--- config.mk ---
export PLATFORM = sky130hd
export DESIGN_NAME = ps2_piano_input
export DESIGN_NICKNAME = d
export VERILOG_FILES = /design/src/rtl/ps2_piano_input.sv
export SDC_FILE = /design/constraint.sdc
export NUM_CORES = 1
export LEC_CHECK = 0
export ABC_CLOCK_PERIOD_IN_PS = 3900
export CORE_MARGIN = 3
export CORE_UTILIZATION = 41
export DETAILED_ROUTE_END_ITERATION = 10
export GPL_TIMING_DRIVEN = 1
export PLACE_DENSITY = 0.69
export SLEW_MARGIN = 10
export SYNTH_ARGS = -nofsm -noshare
export SYNTH_HDL_FRONTEND = slang
export SYNTH_SLANG_ARGS = --single-unit
--- constraint.sdc ---
create_clock -name clk -period 3.9 [get_ports clk]
set_clock_uncertainty 0.2 [all_clocks]
set_input_delay 0.78 -clock clk [delete_from_list [all_inputs] [get_ports clk]]
set_output_delay 0.78 -clock clk [all_outputs]
set_load 0.05 [all_outputs]
--- src/rtl/ps2_piano_input.sv ---
// PS/2 keyboard receiver and set-2 scan-code decoder that maintains the piano
// pressed[] vector and emits one-cycle note press/release events.
module ps2_piano_input #(
    parameter int octaves = 2,
    parameter int timeout = 50000,
    parameter int toBits  = 16
) (
    input  logic                  clk,
    input  logic                  rst,
    input  logic                  ps2Clk,
    input  logic                  ps2Data,
    input  logic                  clear,
    output logic [12*octaves-1:0] pressed,
    output logic                  keyValid,
    output logic [4:0]            keyIndex,
    output logic                  keyDown,
    output logic                  frameError
);

    localparam int                NOTES   = 12 * octaves;
    localparam logic [toBits-1:0] TO_LAST = toBits'(timeout - 1);

    localparam logic [1:0] RX_IDLE  = 2'd0;
    localparam logic [1:0] RX_SHIFT = 2'd1;
    localparam logic [1:0] RX_CHECK = 2'd2;

    localparam logic [1:0] DEC_IDLE   = 2'd0;
    localparam logic [1:0] DEC_BRK    = 2'd1;
    localparam logic [1:0] DEC_EXT    = 2'd2;
    localparam logic [1:0] DEC_EXTBRK = 2'd3;

    localparam logic [7:0] CODE_EXT = 8'hE0;
    localparam logic [7:0] CODE_BRK = 8'hF0;

    // Returns {hit, note index} for the set-2 piano key map.
    function automatic logic [5:0] key_lookup(input logic [7:0] code);
        logic [5:0] r;
        r = 6'd0;
        case (code)
            8'h1A: r = {1'b1, 5'd0};
            8'h1B: r = {1'b1, 5'd1};
            8'h22: r = {1'b1, 5'd2};
            8'h23: r = {1'b1, 5'd3};
            8'h21: r = {1'b1, 5'd4};
            8'h2A: r = {1'b1, 5'd5};
            8'h34: r = {1'b1, 5'd6};
            8'h32: r = {1'b1, 5'd7};
            8'h33: r = {1'b1, 5'd8};
            8'h31: r = {1'b1, 5'd9};
            8'h3B: r = {1'b1, 5'd10};
            8'h3A: r = {1'b1, 5'd11};
            8'h15: r = {1'b1, 5'd12};
            8'h1E: r = {1'b1, 5'd13};
            8'h1D: r = {1'b1, 5'd14};
            8'h26: r = {1'b1, 5'd15};
            8'h24: r = {1'b1, 5'd16};
            8'h2D: r = {1'b1, 5'd17};
            8'h2E: r = {1'b1, 5'd18};
            8'h2C: r = {1'b1, 5'd19};
            8'h36: r = {1'b1, 5'd20};
            8'h35: r = {1'b1, 5'd21};
            8'h3D: r = {1'b1, 5'd22};
            8'h3C: r = {1'b1, 5'd23};
            default: r = 6'd0;
        endcase
        return r;
    endfunction

    // Synchroniser and edge detection
    logic [1:0]        clk_sync_q, clk_sync_d;
    logic [1:0]        data_sync_q, data_sync_d;
    logic              clk_prev_q, clk_prev_d;
    logic              fall;
    logic              rx_bit;

    // Receiver
    logic [1:0]        rx_state_q, rx_state_d;
    logic [3:0]        bit_cnt_q, bit_cnt_d;
    logic [9:0]        shift_q, shift_d;
    logic [toBits-1:0] to_cnt_q, to_cnt_d;
    logic              byte_valid_q, byte_valid_d;
    logic [7:0]        byte_q, byte_d;
    logic              frame_error_q, frame_error_d;

    // Decoder and key state
    logic [1:0]        dec_state_q, dec_state_d;
    logic [23:0]       pressed_q, pressed_d;
    logic              key_valid_q, key_valid_d;
    logic [4:0]        key_index_q, key_index_d;
    logic              key_down_q, key_down_d;

    logic [5:0]        map;
    logic              map_hit;
    logic [4:0]        map_idx;
    logic              do_event;
    logic              ev_down;

    always_comb begin
        clk_sync_d  = {clk_sync_q[0], ps2Clk};
        data_sync_d = {data_sync_q[0], ps2Data};
        clk_prev_d  = clk_sync_q[1];
        fall        = clk_prev_q & ~clk_sync_q[1];
        rx_bit      = data_sync_q[1];
    end

    always_comb begin
        // NOTE: every variable gets a default first so no path leaves it unassigned (no latches).
        rx_state_d    = rx_state_q;
        bit_cnt_d     = bit_cnt_q;
        shift_d       = shift_q;
        to_cnt_d      = to_cnt_q;
        byte_valid_d  = 1'b0;
        byte_d        = byte_q;
        frame_error_d = 1'b0;

        case (rx_state_q)
            RX_IDLE: begin
                to_cnt_d = '0;
                if (fall && !rx_bit) begin
                    rx_state_d = RX_SHIFT;
                    bit_cnt_d  = 4'd0;
                end
            end
            RX_SHIFT: begin
                if (fall) begin
                    // Bits arrive LSB first; after ten edges shift_q = {stop, parity, data}.
                    shift_d  = {rx_bit, shift_q[9:1]};
                    to_cnt_d = '0;
                    if (bit_cnt_q == 4'd9) begin
                        rx_state_d = RX_CHECK;
                    end else begin
                        bit_cnt_d = bit_cnt_q + 4'd1;
                    end
                end else if (to_cnt_q == TO_LAST) begin
                    frame_error_d = 1'b1;
                    rx_state_d    = RX_IDLE;
                end else begin
                    to_cnt_d = to_cnt_q + 1'b1;
                end
            end
            RX_CHECK: begin
                rx_state_d = RX_IDLE;
                if ((^shift_q[8:0]) && shift_q[9]) begin
                    byte_valid_d = 1'b1;
                    byte_d       = shift_q[7:0];
                end else begin
                    frame_error_d = 1'b1;
                end
            end
            default: rx_state_d = RX_IDLE;
        endcase
    end

    always_comb begin
        map     = key_lookup(byte_q);
        map_idx = map[4:0];
        map_hit = map[5] && (map_idx < 5'(NOTES));
    end

    always_comb begin
        dec_state_d = dec_state_q;
        pressed_d   = pressed_q;
        key_valid_d = 1'b0;
        key_index_d = key_index_q;
        key_down_d  = key_down_q;
        do_event    = 1'b0;
        ev_down     = 1'b0;

        // A bad frame drops any pending E0/F0 prefix.
        if (frame_error_q) begin
            dec_state_d = DEC_IDLE;
        end else if (byte_valid_q) begin
            case (dec_state_q)
                DEC_IDLE: begin
                    if (byte_q == CODE_EXT) begin
                        dec_state_d = DEC_EXT;
                    end else if (byte_q == CODE_BRK) begin
                        dec_state_d = DEC_BRK;
                    end else if (map_hit) begin
                        do_event = 1'b1;
                        ev_down  = 1'b1;
                    end
                end
                DEC_BRK: begin
                    dec_state_d = DEC_IDLE;
                    do_event    = map_hit;
                end
                DEC_EXT:    dec_state_d = (byte_q == CODE_BRK) ? DEC_EXTBRK : DEC_IDLE;
                DEC_EXTBRK: dec_state_d = DEC_IDLE;
                default:    dec_state_d = DEC_IDLE;
            endcase
        end

        if (clear) begin
            pressed_d = '0;
        end else if (do_event && (pressed_q[map_idx] != ev_down)) begin
            pressed_d[map_idx] = ev_down;
            key_valid_d        = 1'b1;
            key_index_d        = map_idx;
            key_down_d         = ev_down;
        end
    end

    always_ff @(posedge clk) begin
        if (rst) begin
            // NOTE: synchronisers reset to the idle-high line level so reset release never fakes a falling edge.
            clk_sync_q    <= 2'b11;
            data_sync_q   <= 2'b11;
            clk_prev_q    <= 1'b1;
            rx_state_q    <= RX_IDLE;
            bit_cnt_q     <= 4'd0;
            shift_q       <= 10'd0;
            to_cnt_q      <= '0;
            byte_valid_q  <= 1'b0;
            byte_q        <= 8'd0;
            frame_error_q <= 1'b0;
            dec_state_q   <= DEC_IDLE;
            pressed_q     <= 24'd0;
            key_valid_q   <= 1'b0;
            key_index_q   <= 5'd0;
            key_down_q    <= 1'b0;
        end else begin
            // NOTE: sequential state uses non-blocking assignments only.
            clk_sync_q    <= clk_sync_d;
            data_sync_q   <= data_sync_d;
            clk_prev_q    <= clk_prev_d;
            rx_state_q    <= rx_state_d;
            bit_cnt_q     <= bit_cnt_d;
            shift_q       <= shift_d;
            to_cnt_q      <= to_cnt_d;
            byte_valid_q  <= byte_valid_d;
            byte_q        <= byte_d;
            frame_error_q <= frame_error_d;
            dec_state_q   <= dec_state_d;
            pressed_q     <= pressed_d;
            key_valid_q   <= key_valid_d;
            key_index_q   <= key_index_d;
            key_down_q    <= key_down_d;
        end
    end

    assign pressed    = pressed_q[NOTES-1:0];
    assign keyValid   = key_valid_q;
    assign keyIndex   = key_index_q;
    assign keyDown    = key_down_q;
    assign frameError = frame_error_q;

endmodule

# After elaboration in Yosys (flattened, before gate mapping)
# Memory sizes are Yosys's and may differ from the RTL's. A register that Yosys moved wholly into a read port is not among the register bits.
# Index checks and enable logic that the tools add are counted.
# classes
muxes,39
n_addsub,2
order_cmp,3
n_reduce_logical,22
bitwise,4
n_eq_ne,17
# op_table
cell,n
$mux 16,2
$pmux 16 s2,1
$bwmux 24,1
$mux 6,3
$add 16x1->16 const B,1
$eq 16x16->1 const B,1
$eq 8x8->1 const B,2
$mux 1,15
$mux 2,7
$mux 4,3
$ne 3x3->1 const B,4
$reduce_and 2->1,5
$reduce_xor 9->1,1
$pmux 4 s2,1
$reduce_or 2->1,4
$eq 2x2->1 const B,3
$logic_not 2->1,3
$lt 5x6->1 const B,1
$ne 2x2->1 const B,3
$pmux 2 s3,1
$bmux 1 s5,1
$demux 1 s5,1
$ge 5x1->1 const B,1
$logic_and 1x1->1,5
13 further kinds,17
# totals
reg_bits,80
memories,1
romBits,384
word_cells,103
out_inout_bits,32
in_bits,5
# mem_list
memory,words,width,rd,rd_ports_with_merged_regs,write_ports,line_no,source
(no name shown),64,6,1,1,0,39,case (code)

# Depth between registers and ports, before layout
# Gate-level depths: netlist of run 1.
# logic_depth
ltp_word,13
ltp_mapped,14
ltp_nobuf,13

# Worst setup path before layout of run 1
# Ideal clock, no wire load.
# synth_timing
kind,reg2reg
start,register shift_q[6]
end,register (tool-made name)
arrival_ps,2795
stages_incl_launch_ff,12
path_slack_ps,784
synth_period_minus_slack_ps,3116
path_cell_list,dfxtp_1 -> xor2_1 -> xnor3_2 -> mux2i_4 -> buf_2 -> nand2_1 -> a21oi_1 -> inv_1 -> ha_1 -> o221ai_1 -> o31ai_1 -> a221o_1
# synth_rtl
item,line_no,source
start: declaration,79,"logic [9:0] shift_q, shift_d;"
start signal: assignment,229,shift_q <= shift_d;

==> results.sh, run 1 <==
export IMPL_rsz0062_at_grt="false"
export IMPL_layout_commonest_cell="dfxtp_1"
export IMPL_slowest_delay_ns=0.50
export IMPL_worst_path_max_fanout=15
export IMPL_ir_drop_mv=0.285
export IMPL_worstSetupStartpointType="flop"
export IMPL_swShare_pct=21.3
export IMPL_grt_overflow=0
export IMPL_num_rows=38
export IMPL_synth_ff_type="dfxtp_1"
export IMPL_p_leak_nw=1.87
export IMPL_mostFrequentLayoutCells="dfxtp_1, nor2_1, nand2_1, o21ai_0, a21oi_1"
export IMPL_routabilityCongestion=0.854
export IMPL_clockBufferDepth=2
export IMPL_tightest_slew_ns=0.771
export IMPL_nets=619
export IMPL_syn_area_per_cell_um2=8.12
export IMPL_cpMaxStageDelayCell="xnor3_2"
export IMPL_hold_buffers=0
export IMPL_start_util_pct=42.7
export IMPL_slew_headroom_pct=48.4
export IMPL_post_place_ws_ns=0.542
export IMPL_ys_ff_latch=86
export IMPL_power_switching_mw=0.384
export IMPL_yosys_area_top_type_share_pct=36.8
export IMPL_clockPowerShare_pct=47.2
export IMPL_r2r_slack_ns=0.50
export IMPL_grt_usage_pct=17.5
export IMPL_drt_vias_per_instance=5.68
export IMPL_seqCellArea_mm2=0.00172
export IMPL_cts_clk_slew_worst_paths_ns=0.06
export IMPL_seqPwrFrac_pct=49.4
export IMPL_grt_pass1_wl_um=18700
export IMPL_cts_buffers=9
export IMPL_grt_max_degree=31
export IMPL_netlist_instances=577
export IMPL_yosys_top_cells_area="dfxtp_1, nor2_1, o21ai_0"
export IMPL_cts_root_buf="clkbuf_16"
export IMPL_antenna_found_initial=0
export IMPL_synth_edf_count=0
export IMPL_outcome="finished clean"
export IMPL_antenna_cells=0
export IMPL_yosysSeqAreaShare_pct=36.8
export IMPL_hpwl_um=8040
export IMPL_powerDensity_mw_per_mm2=331
export IMPL_drv_cap=0
export IMPL_fin_area_mm2=0.00542
export IMPL_finalMaxSlewViolations=0
export IMPL_layout_min_cycle_time_ns=3.40
export IMPL_dieWidth_um=113
export IMPL_setup_ws_ns=0.498
export IMPL_hold_class="reg2reg"
export IMPL_multi_input_area_mm2=0.00274
export IMPL_yosysUniqueCellTypes=66
export IMPL_cts_resized=0
export IMPL_num_vias=4234
export IMPL_die_area_mm2=0.0127
export IMPL_drc=0
export IMPL_grt_pass1_vias=3893
export IMPL_async_flop_share_pct=0
export IMPL_cp_cell_sequence="xor2_1 -> xnor3_2 -> mux2i_4 -> nand2_1 -> a21oi_1 -> inv_1 -> ha_1 -> o221ai_1 -> o31ai_1 -> a221o_1"
export IMPL_placed_area_mm2=0.00512
export IMPL_combPwrFrac_pct=3.4
export IMPL_cts_max_level=3
export IMPL_clk_insertion_delay_late_ns=0.34
export IMPL_end_kind="flop"
export IMPL_wl_um=11100
export IMPL_drtAntennaViolNets=0
export IMPL_first_pass_iters=5
export IMPL_cts_tree="yes"
export IMPL_syn_cell_area_mm2=0.00468
export IMPL_max_freq_mhz=294
export IMPL_dieHeight_um=113
export IMPL_critPathKind="reg2reg"
export IMPL_synth_top_area_cell="dfxtp_1"
export IMPL_critical_path_required_ns=3.92
export IMPL_avgRoutedWirePerCell_um=14.9
export IMPL_synth_nets=596
export IMPL_fin_setup_tns_ns=0
export IMPL_drtIter0Drc=467
export IMPL_power_internal_mw=1.41
export IMPL_cts_sinks=86
export IMPL_drive_gt1_share_pct=8.93
export IMPL_post_cts_buffers=0
export IMPL_hold_violations=0
export IMPL_syn2layout_area_growth_pct=15.8
export IMPL_io_buffers=36
export IMPL_ys_warn_count=0
export IMPL_n_fill_cell=1058
export IMPL_core_area_mm2=0.0110
export IMPL_min_period_over_period_pct=87.2
export IMPL_io_pins=37
export IMPL_setup_viol=0
export IMPL_arrival_ns=3.42
## worst paths after layout
| kind | startpoint | endpoint | cells after the start |
|---|---|---|---|
| worst max-delay path | shift_q[6] | flop | 10 |
| worst min register to register | data_sync_q[0] | data_sync_q[1] | 1 |
| worst min-delay path | data_sync_q[0] | data_sync_q[1] | 1 |
| worst max register to register | shift_q[6] | flop | 10 |
## flip-flops by register name (all words and copies together), names as in the netlist, 2 cells and up, named ones only
| name | cells |
|---|---|
| dec_state_q | 2 |
| keyIndex | 5 |
| shift_q | 10 |
| to_cnt_q | 16 |
| byte_q | 8 |
| bit_cnt_q | 4 |
| clk_sync_q | 2 |
| data_sync_q | 2 |
| rx_state_q | 2 |
| pressed | 24 |
## kinds of logic after synthesis
family                   Yosys count  synth area share, %
AND/OR/NAND/NOR                  220                 22.5
AO/OA/AOI/OAI                    158                 20.7
flip-flops                        86                 36.8
buffers and inverters             50                 4.75
XOR/XNOR                          25                 5.45
adder cells (fa/ha/maj)           14                 3.74
multiplexers                      24                 6.17
## metal layers
layer / part of all wire, % / routed length, um / track usage, % / vias to the layer above
met3: 4.9 / 543 / 3.69 / 15
met5: 0 / 0 / 0 / -
li1: - / - / - / 2078
met2: 50 / 5520 / 30.8 / 130
met4: 1.4 / 155 / 4.97 / 0
met1: 44 / 4900 / 21.6 / 2011
## worst max-delay path: cells and delay by family, from the launching register on
kind / cells / cell delay (ns)
xor+xnor: 2 / 0.67
buf+inv: 1 / 0.15
mux: 1 / 0.44
flops: 1 / 0.38
compound gates: 4 / 1.03
fa+ha+maj: 1 / 0.28
simple gates: 1 / 0.13
## synthesized netlist by cell type (2+ instances only)
| library cell | instances |
|---|---|
| or2_1 | 2 |
| mux2_2 | 5 |
| a211o_1 | 4 |
| nor3_1 | 8 |
| nand3_1 | 7 |
| buf_2 | 7 |
| a21oi_1 | 50 |
| nand2_1 | 61 |
| or3_1 | 4 |
| nor2b_1 | 9 |
| buf_6 | 2 |
| and4_1 | 2 |
| or2_2 | 9 |
| a21o_1 | 3 |
| nand2b_1 | 7 |
| and3_1 | 9 |
| a311oi_1 | 2 |
| a22o_1 | 2 |
| nor3b_1 | 6 |
| a2bb2oi_1 | 2 |
| and3_2 | 2 |
| o31ai_1 | 7 |
| a211oi_1 | 8 |
| or4_1 | 4 |
| mux2i_1 | 15 |
| mux2i_4 | 2 |
| nand3b_1 | 2 |
| o21ai_0 | 52 |
| o221ai_1 | 4 |
| buf_4 | 2 |
| ha_1 | 14 |
| xnor2_1 | 8 |
| o22ai_1 | 5 |
| xor2_1 | 14 |
| a31oi_1 | 7 |
| clkbuf_1 | 20 |
| dfxtp_1 | 86 |
| nor2_1 | 73 |
| nand4_1 | 9 |
| inv_1 | 16 |
## power by group through the flow
stage	clock network, mW	registers, mW	logic [mW]
finish	0.849	0.887	0.0616
global route	0.899	0.888	0.0688
CTS	0.873	0.887	0.0617
detailed placement	0	0.907	0.0613
global placement	0	0.907	0.0605
floorplan	0	0.906	0.0477
## cell type report
| type | instances | share of cell area, % |
|---|---|---|
| clock buffer | 10 | 4.41 |
| clock inverter | 6 | 1.13 |
| inverter | 18 | 1.31 |
| multi-input combinational | 441 | 50.5 |
| sequential | 86 | 31.7 |
| tap | 140 | 3.23 |
| timing repair buffer | 44 | 7.66 |
## through the flow
step	power [mW]	instances	hold slack [ns]	util [%]
detailed placement	0.968	729	0.198	46.7
CTS	1.82	745	0.213	49.4
global placement	0.967	729	0.200	46.7
global route	1.86	745	0.240	49.4
floorplan	0.954	577	0.189	-
finish	1.80	745	0.209	49.4
Power figures use the tool's default switching activity.
==> run 2, diff against run 1 <==
--- a/config.mk
+++ b/config.mk
@@ -8,6 +8,7 @@
 export ABC_CLOCK_PERIOD_IN_PS = 3900
 export CORE_MARGIN = 3
 export CORE_UTILIZATION = 41
+export CTS_CLUSTER_DIAMETER = 40
 export DETAILED_ROUTE_END_ITERATION = 10
 export GPL_TIMING_DRIVEN = 1
 export PLACE_DENSITY = 0.69
==> results of run 2 <==
The final DEF is identical to that of run 1; final timing and power are the same.
